`config.mk`:
```
export PLATFORM = sky130hd
export DESIGN_NAME = phase_unwrapper_ctrl
export DESIGN_NICKNAME = d
export VERILOG_FILES = /design/src/rtl/phase_ctrl_pkg.sv /design/src/rtl/phase_unwrapper_ctrl_result_holder.sv /design/src/rtl/phase_unwrapper_ctrl.sv
export SDC_FILE = /design/constraint.sdc
export NUM_CORES = 1
export LEC_CHECK = 0
export BUFFER_PORTS_ARGS = -buffer_cell sky130_fd_sc_hd__buf_2
export CAP_MARGIN = 10
export CORE_ASPECT_RATIO = 1.1
export CORE_MARGIN = 4
export CORE_UTILIZATION = 35
export DETAILED_ROUTE_END_ITERATION = 12
export PLACE_DENSITY = 0.61
export SLEW_MARGIN = 20
export SYNTH_ARGS = -nofsm -noshare
export SYNTH_HDL_FRONTEND = slang
export SYNTH_SLANG_ARGS = --single-unit
```
`constraint.sdc`:
```
create_clock -name clk -period 2.8 [get_ports clk]
set_clock_uncertainty 0.1 [all_clocks]
set_input_delay 0.42 -clock clk [delete_from_list [all_inputs] [get_ports clk]]
set_output_delay 0.42 -clock clk [all_outputs]
set_load 0.02 [all_outputs]
```
`src/rtl/phase_ctrl_pkg.sv`:
```
// Shared types for the phase unwrapper window controller: FSM state
// encoding and small state-decode helpers used by the top level.
package phase_ctrl_pkg;

    localparam int STATE_W = 3;

    typedef enum logic [STATE_W-1:0] {
        ST_IDLE    = 3'd0,
        ST_CLEAR   = 3'd1,
        ST_SETTLE  = 3'd2,
        ST_ACQUIRE = 3'd3,
        ST_CAPTURE = 3'd4
    } state_t;

    // The unwrapper accumulator is held cleared while parked and during the clear cycle.
    function automatic logic state_clears_acc(input state_t s);
        return (s == ST_IDLE) || (s == ST_CLEAR);
    endfunction

    // Any state other than IDLE means a window is in flight.
    function automatic logic state_is_busy(input state_t s);
        return (s != ST_IDLE);
    endfunction

endpackage

```
`src/rtl/phase_unwrapper_ctrl_result_holder.sv`:
```
// Result holder: single-entry valid/ready output register. A new capture
// always overwrites the held word; capturing over an unconsumed word sets
// a sticky overrun flag that is only cleared by the controller on re-arm.
module phase_unwrapper_ctrl_result_holder #(
    parameter int DOUT_WIDTH = 32
) (
    input  logic                  clk,
    input  logic                  rst_n,
    input  logic                  i_capture,
    input  logic [DOUT_WIDTH-1:0] i_data,
    input  logic                  i_ready,
    input  logic                  i_clr_ovr,
    output logic [DOUT_WIDTH-1:0] o_data,
    output logic                  o_valid,
    output logic                  o_overrun
);

    logic [DOUT_WIDTH-1:0] r_data;
    logic                  r_valid;
    logic                  r_overrun;
    logic                  w_lost;

    // A held word is lost when a capture lands while it is valid and not being taken.
    always_comb begin
        w_lost = 1'b0;
        if (i_capture && r_valid && !i_ready) begin
            w_lost = 1'b1;
        end else begin
            w_lost = 1'b0;
        end
    end

    // Data/valid register: capture wins over a handshake in the same cycle.
    always_ff @(posedge clk or negedge rst_n) begin
        if (!rst_n) begin
            r_data  <= {DOUT_WIDTH{1'b0}};
            r_valid <= 1'b0;
        end else if (i_capture) begin
            r_data  <= i_data;
            r_valid <= 1'b1;
        end else if (r_valid && i_ready) begin
            r_valid <= 1'b0;
        end else begin
            r_valid <= r_valid;
        end
    end

    // Sticky overrun flag, cleared only when a new measurement is armed.
    always_ff @(posedge clk or negedge rst_n) begin
        if (!rst_n) begin
            r_overrun <= 1'b0;
        end else if (i_clr_ovr) begin
            r_overrun <= 1'b0;
        end else if (w_lost) begin
            r_overrun <= 1'b1;
        end else begin
            r_overrun <= r_overrun;
        end
    end

    assign o_data    = r_data;
    assign o_valid   = r_valid;
    assign o_overrun = r_overrun;

endmodule

```
`src/rtl/phase_unwrapper_ctrl.sv`:
```
// Phase unwrapper window controller. Clears the unwrapper accumulator,
// waits for its pipeline to settle, enables accumulation for exactly N
// samples and then captures the accumulated phase into a valid/ready
// result register. Supports single-shot and auto re-arming windows.
module phase_unwrapper_ctrl
    import phase_ctrl_pkg::*;
#(
    parameter int DOUT_WIDTH    = 32,
    parameter int CNT_WIDTH     = 24,
    parameter int SETTLE_CYCLES = 3
) (
    input  logic                  clk,
    input  logic                  resetn,
    input  logic                  start,
    input  logic                  stop,
    input  logic                  continuous,
    input  logic [CNT_WIDTH-1:0]  n_samples,
    input  logic [DOUT_WIDTH-1:0] phase_acc,
    output logic                  unwrap_rst,
    output logic                  unwrap_acc_on,
    output logic [DOUT_WIDTH-1:0] result_data,
    output logic                  result_valid,
    input  logic                  result_ready,
    output logic                  busy,
    output logic                  overrun,
    output logic [CNT_WIDTH-1:0]  sample_count
);

    // Settle counter only needs to reach SETTLE_CYCLES-1.
    localparam int SET_W = (SETTLE_CYCLES > 1) ? $clog2(SETTLE_CYCLES) : 1;
    localparam logic [SET_W-1:0] SETTLE_LAST = SET_W'(SETTLE_CYCLES - 1);

    // A zero-length request is treated as a one-sample window.
    function automatic logic [CNT_WIDTH-1:0] window_len(input logic [CNT_WIDTH-1:0] n);
        return (n == {CNT_WIDTH{1'b0}}) ? CNT_WIDTH'(1) : n;
    endfunction

    state_t               r_state;
    logic [SET_W-1:0]     r_settle;
    logic [CNT_WIDTH-1:0] r_count;
    logic [CNT_WIDTH-1:0] r_len;
    logic                 r_unwrap_rst;
    logic                 r_acc_on;
    logic                 r_busy;

    state_t               w_state_nxt;
    logic [SET_W-1:0]     w_settle_nxt;
    logic [CNT_WIDTH-1:0] w_count_nxt;
    logic [CNT_WIDTH-1:0] w_len_nxt;
    logic                 w_capture;
    logic                 w_ovr_clr;

    // Next-state, counter and capture decode; stop overrides any transition.
    always_comb begin
        w_state_nxt  = r_state;
        w_settle_nxt = r_settle;
        w_count_nxt  = r_count;
        w_len_nxt    = r_len;
        w_capture    = 1'b0;
        w_ovr_clr    = 1'b0;

        case (r_state)
            ST_IDLE: begin
                if (start && !stop) begin
                    w_state_nxt = ST_CLEAR;
                    w_len_nxt   = window_len(n_samples);
                    w_ovr_clr   = 1'b1;
                end else begin
                    w_state_nxt = ST_IDLE;
                end
            end
            ST_CLEAR: begin
                w_count_nxt  = {CNT_WIDTH{1'b0}};
                w_settle_nxt = {SET_W{1'b0}};
                w_state_nxt  = ST_SETTLE;
            end
            ST_SETTLE: begin
                if (r_settle == SETTLE_LAST) begin
                    w_state_nxt = ST_ACQUIRE;
                end else begin
                    w_settle_nxt = r_settle + SET_W'(1);
                end
            end
            ST_ACQUIRE: begin
                // The sample taken this cycle counts even if the window is aborted.
                w_count_nxt = r_count + CNT_WIDTH'(1);
                if (r_count == (r_len - CNT_WIDTH'(1))) begin
                    w_state_nxt = ST_CAPTURE;
                end else begin
                    w_state_nxt = ST_ACQUIRE;
                end
            end
            ST_CAPTURE: begin
                // The unwrapper registers the last enabled sample, so phase_acc is final here.
                w_capture = 1'b1;
                if (continuous) begin
                    w_state_nxt = ST_CLEAR;
                    w_len_nxt   = window_len(n_samples);
                end else begin
                    w_state_nxt = ST_IDLE;
                end
            end
            default: begin
                w_state_nxt = ST_IDLE;
            end
        endcase

        if (stop && (r_state != ST_IDLE)) begin
            w_state_nxt = ST_IDLE;
            w_capture   = 1'b0;
            w_len_nxt   = r_len;
        end else begin
            w_capture = w_capture;
        end
    end

    // State and window bookkeeping registers.
    always_ff @(posedge clk or negedge resetn) begin
        if (!resetn) begin
            r_state  <= ST_IDLE;
            r_settle <= {SET_W{1'b0}};
            r_count  <= {CNT_WIDTH{1'b0}};
            r_len    <= {CNT_WIDTH{1'b0}};
        end else begin
            r_state  <= w_state_nxt;
            r_settle <= w_settle_nxt;
            r_count  <= w_count_nxt;
            r_len    <= w_len_nxt;
        end
    end

    // Control outputs registered from the next state so they align with the state register.
    always_ff @(posedge clk or negedge resetn) begin
        if (!resetn) begin
            r_unwrap_rst <= 1'b1;
            r_acc_on     <= 1'b0;
            r_busy       <= 1'b0;
        end else begin
            r_unwrap_rst <= state_clears_acc(w_state_nxt);
            r_acc_on     <= (w_state_nxt == ST_ACQUIRE);
            r_busy       <= state_is_busy(w_state_nxt);
        end
    end

    phase_unwrapper_ctrl_result_holder #(
        .DOUT_WIDTH (DOUT_WIDTH)
    ) u_result_holder (
        .clk       (clk),
        .rst_n     (resetn),
        .i_capture (w_capture),
        .i_data    (phase_acc),
        .i_ready   (result_ready),
        .i_clr_ovr (w_ovr_clr),
        .o_data    (result_data),
        .o_valid   (result_valid),
        .o_overrun (overrun)
    );

    assign unwrap_rst    = r_unwrap_rst;
    assign unwrap_acc_on = r_acc_on;
    assign busy          = r_busy;
    assign sample_count  = r_count;

endmodule

```
==> flow_summary_export.csv <==
group,metric,value,unit
status,outcome,"finished clean",
synth,syn-instance-count,455,
worst_setup_path,slowest_delay,0.59,ns
synth,synth.most_common_cell,"dfrtp_1",
routing,drt_iter0_markers,230,
die,initial_utilization,36.0,%
routing,vias_per_cell,5.10,
die,fp-row-count,44,
worst_hold_path,hp-class,"in2reg",
sta,relSlewSlack,59.0,%
global_routing,grt_pass1_vias,4093,
power_and_ir_drop,p_comb_share,28.5,%
sta,worst_pin_slew,0.615,ns
global_routing,grt_pass1_wl,20400,um
final_layout,layout-drive-gt1-share,39.2,%
routing,route.detailed.wl_per_inst,16.0,um
synth,synth_edf_count,0,
power_and_ir_drop,power_density,711,mW/mm2
die,fp.dieW,119,um
power_and_ir_drop,p_int,2.82,mW
worst_setup_path,path_max_fanout,5,
cts,cts_tree,"done",
worst_setup_path,crit_slowest_cell,"or4_4",
synth,synth.ff_latch_count,90,
worst_hold_path,worstHoldStart,"start",
global_routing,antenna_found_initial,0,
synth,async_flop_share,100,%
worst_setup_path,worstPathRequired,2.96,ns
sta,slew_violations,0,
routing,dr.pass1.iters,4,
synth,yosys.area.top_type,"dfrtp_1",
global_routing,grt-ovfl-total,0,
place,dp.final_hpwl,9470,um
global_routing,grt_max_degree,48,
die,die_height,131,um
power_and_ir_drop,p_leak,2.88,nW
worst_setup_path,end_kind,"flop",
cts,cts_buffers,9,
cts,clk_latency,0.35,ns
cts,path_clk_slew,0.07,ns
synth,yosys_warnings,0,
power_and_ir_drop,power_frac_clock,28.1,%
synth,synth_top_cell_area_share,46.6,%
die,pin_count,123,
job,drv_cap,0,
worst_setup_path,rr_startpoint,"r_len[0]$_DFFE_PN0P_",
sta,max_freq,0.367,GHz
synth,ys_seq_area_share,47.2,%
power_and_ir_drop,p_total,4.31,mW
cts,cts_max_level,3,
synth,synth_fp_nets,520,
final_layout,nets,661,
synth,synth_ff_type,"dfrtp_1",
synth,ys_types,55,
power_and_ir_drop,swShare,34.6,%
routing,wirelength,12500,um
final_layout,antenna_cells,0,
worst_setup_path,path_cells,"buf_4 -> or4_4 -> or3_1 -> a22oi_1 -> nand4_1 -> nor4_2 -> and4bb_4 -> nor4b_4",
cts,clockRootBuffer,"clkbuf_16",
worst_setup_path,cp-startpoint,"r_len[0]$_DFFE_PN0P_",
power_and_ir_drop,seqPwrFrac,43.4,%
global_routing,gr-usage-all-layers,16.5,%
place,gp_congestion,0.874,
synth,netlist_area,0.00478,mm2
routing,dr_total_vias,3998,
sta,hold_viol,0,
power_and_ir_drop,switchingPower,1.49,mW
cts,clock_sinks,90,
cts,cts_max_path_buffers,2,
worst_setup_path,crit_arrival,2.89,ns
worst_setup_path,cp-start-kind,"flop",
synth,synth.area.top_cells,"dfrtp_1 (47%), mux2_2 (13%), xnor2_1 (4.4%)",
power_and_ir_drop,irDropWorstVdd,303,uV
sta,finalCritPeriodShare,97.3,%
sta,fin_crit,2.72,ns
sta,setup-violations-final,0,
synth,synth_commonest_cells,"dfrtp_1 (89), mux2_2 (55), nand2_1 (30), nor2_1 (30), o21ai_0 (25)",
final_layout,fin_area,0.00607,mm2
worst_setup_path,crit_type,"reg2reg",
routing,drc,0,
place,portBuffers,122,
final_layout,area_delta_synth_final,27.1,%
die,dieArea,0.0156,mm2
place,place_area,0.00572,mm2
die,core_area,0.0133,mm2
synth,avgSynthCellArea,10.5,um2
routing,antenna_left,0,
[path summary, 6_finish.rpt]
path | end | slack, ns | cells after the start
min in group asynchronous | r_len[3]$_DFFE_PN0P_ | 0.52 | 2
max in group asynchronous | u_result_holder.o_data[0]$_DFFE_PN0P_ | 1.42 | 3
setup / recovery | r_state[2]$_DFF_PN0_ | 0.08 | 8
setup reg to reg | r_state[2]$_DFF_PN0_ | 0.08 | 8
hold / removal | u_result_holder.o_overrun$_DFFE_PN0P_ | 0.17 | 2
hold reg to reg | u_result_holder.o_data[23]$_DFFE_PN0P_ | 0.40 | 1
[per-layer routing]
metal	up-vias	global-route usage (%)	share of wire [%]
met4	0	7.08	2.6
met2	107	27.6	49
met1	1941	19.9	43
met3	24	4.86	6.1
li1	1926	-	-
met5	-	0	0
[cells by family (layout without fill, tap and decap cells)]
kind of cell,count (synthesis),after routing,share of synthesized area (%)
fa+ha+maj,3,3,0.786
mux,64,64,14.9
simple gates,153,153,18.5
xor+xnor,35,35,6.42
buf+inv,31,176,2.62
compound gates,79,79,9.67
flops,90,90,47.2
[what timing repair did]
item | in CTS | in global routing
pin swaps | 0 | 4
resized for setup | 1 | 2
setup buffers | 0 | 4
endpoints found under the hold margin | 16 | 0
hold buffers | 1 | 0
setup endpoints to repair | 1 | 4
[power groups by stage]
stage / Combinational, mW / Clock [mW] / Sequential [mW]
after floorplan: 0.894 / 0 / 1.77
after global placement: 1.15 / 0 / 1.87
after detailed placement: 1.17 / 0 / 1.89
after CTS: 1.19 / 1.25 / 1.87
after global routing: 1.37 / 1.30 / 1.92
final: 1.23 / 1.21 / 1.87
[layout make-up]
class / instances / area, um2
fill: 1272 / 7200
multi-input combinational: 334 / 2410
sequential: 90 / 2250
timing repair buffer: 150 / 838
tap: 184 / 230
clock buffer: 9 / 225
clock inverter: 6 / 68.8
inverter: 11 / 41.3
[per-stage QoR]
stage | cells | utilization, % | setup TNS, ns | hold WS [ns] | worst slack [ns]
2_1_floorplan | 455 | - | 0 | 0.0244 | 0.197
3_3_place_gp | 764 | 43.1 | 0 | 0.357 | 0.126
3_5_place_dp | 764 | 43.1 | -0.0494 | 0.363 | -0.0494
4_1_cts | 780 | 45.5 | 0 | 0.160 | 0.0632
5_1_grt | 784 | 45.8 | -0.0291 | 0.166 | -0.0291
6_report | 784 | 45.8 | 0 | 0.173 | 0.0750
[cells in the final DEF, fill, tap and decap left out, types with 5 or more instances in the layout]
cell type / synthesis / final
nand2b_1: 7 / 6
buf_4: 0 / 27
nor2_1: 30 / 30
a31oi_1: 5 / 5
nor4_1: 11 / 11
o21ai_1: 5 / 5
nor3_1: 11 / 11
or3_1: 12 / 12
nand3_1: 14 / 14
nand4_1: 7 / 7
xor2_1: 11 / 11
dfrtp_1: 89 / 89
mux2_2: 55 / 55
nand2_1: 30 / 30
buf_2: 1 / 121
a21oi_1: 24 / 24
clkbuf_16: 0 / 9
xnor2_1: 24 / 24
mux2i_1: 9 / 9
and3_1: 5 / 5
o21ai_0: 25 / 25
inv_1: 11 / 11
[state kept, by name (all words and copies together) (netlist names)]
register and flops:
u_result_holder.o_data 32, r_settle 2, unwrap_rst 1, busy 1, unwrap_acc_on 1, sample_count 24, r_state 3, u_result_holder.o_overrun 1
r_len 24, u_result_holder.o_valid 1
[critical path: cells and delay by family, from the launching register on]
kind            cells  cell delay [ns]
simple gates        6             1.84
buf+inv             1             0.15
flops               1             0.38
compound gates      1             0.17
Power figures use the tool's default switching activity.
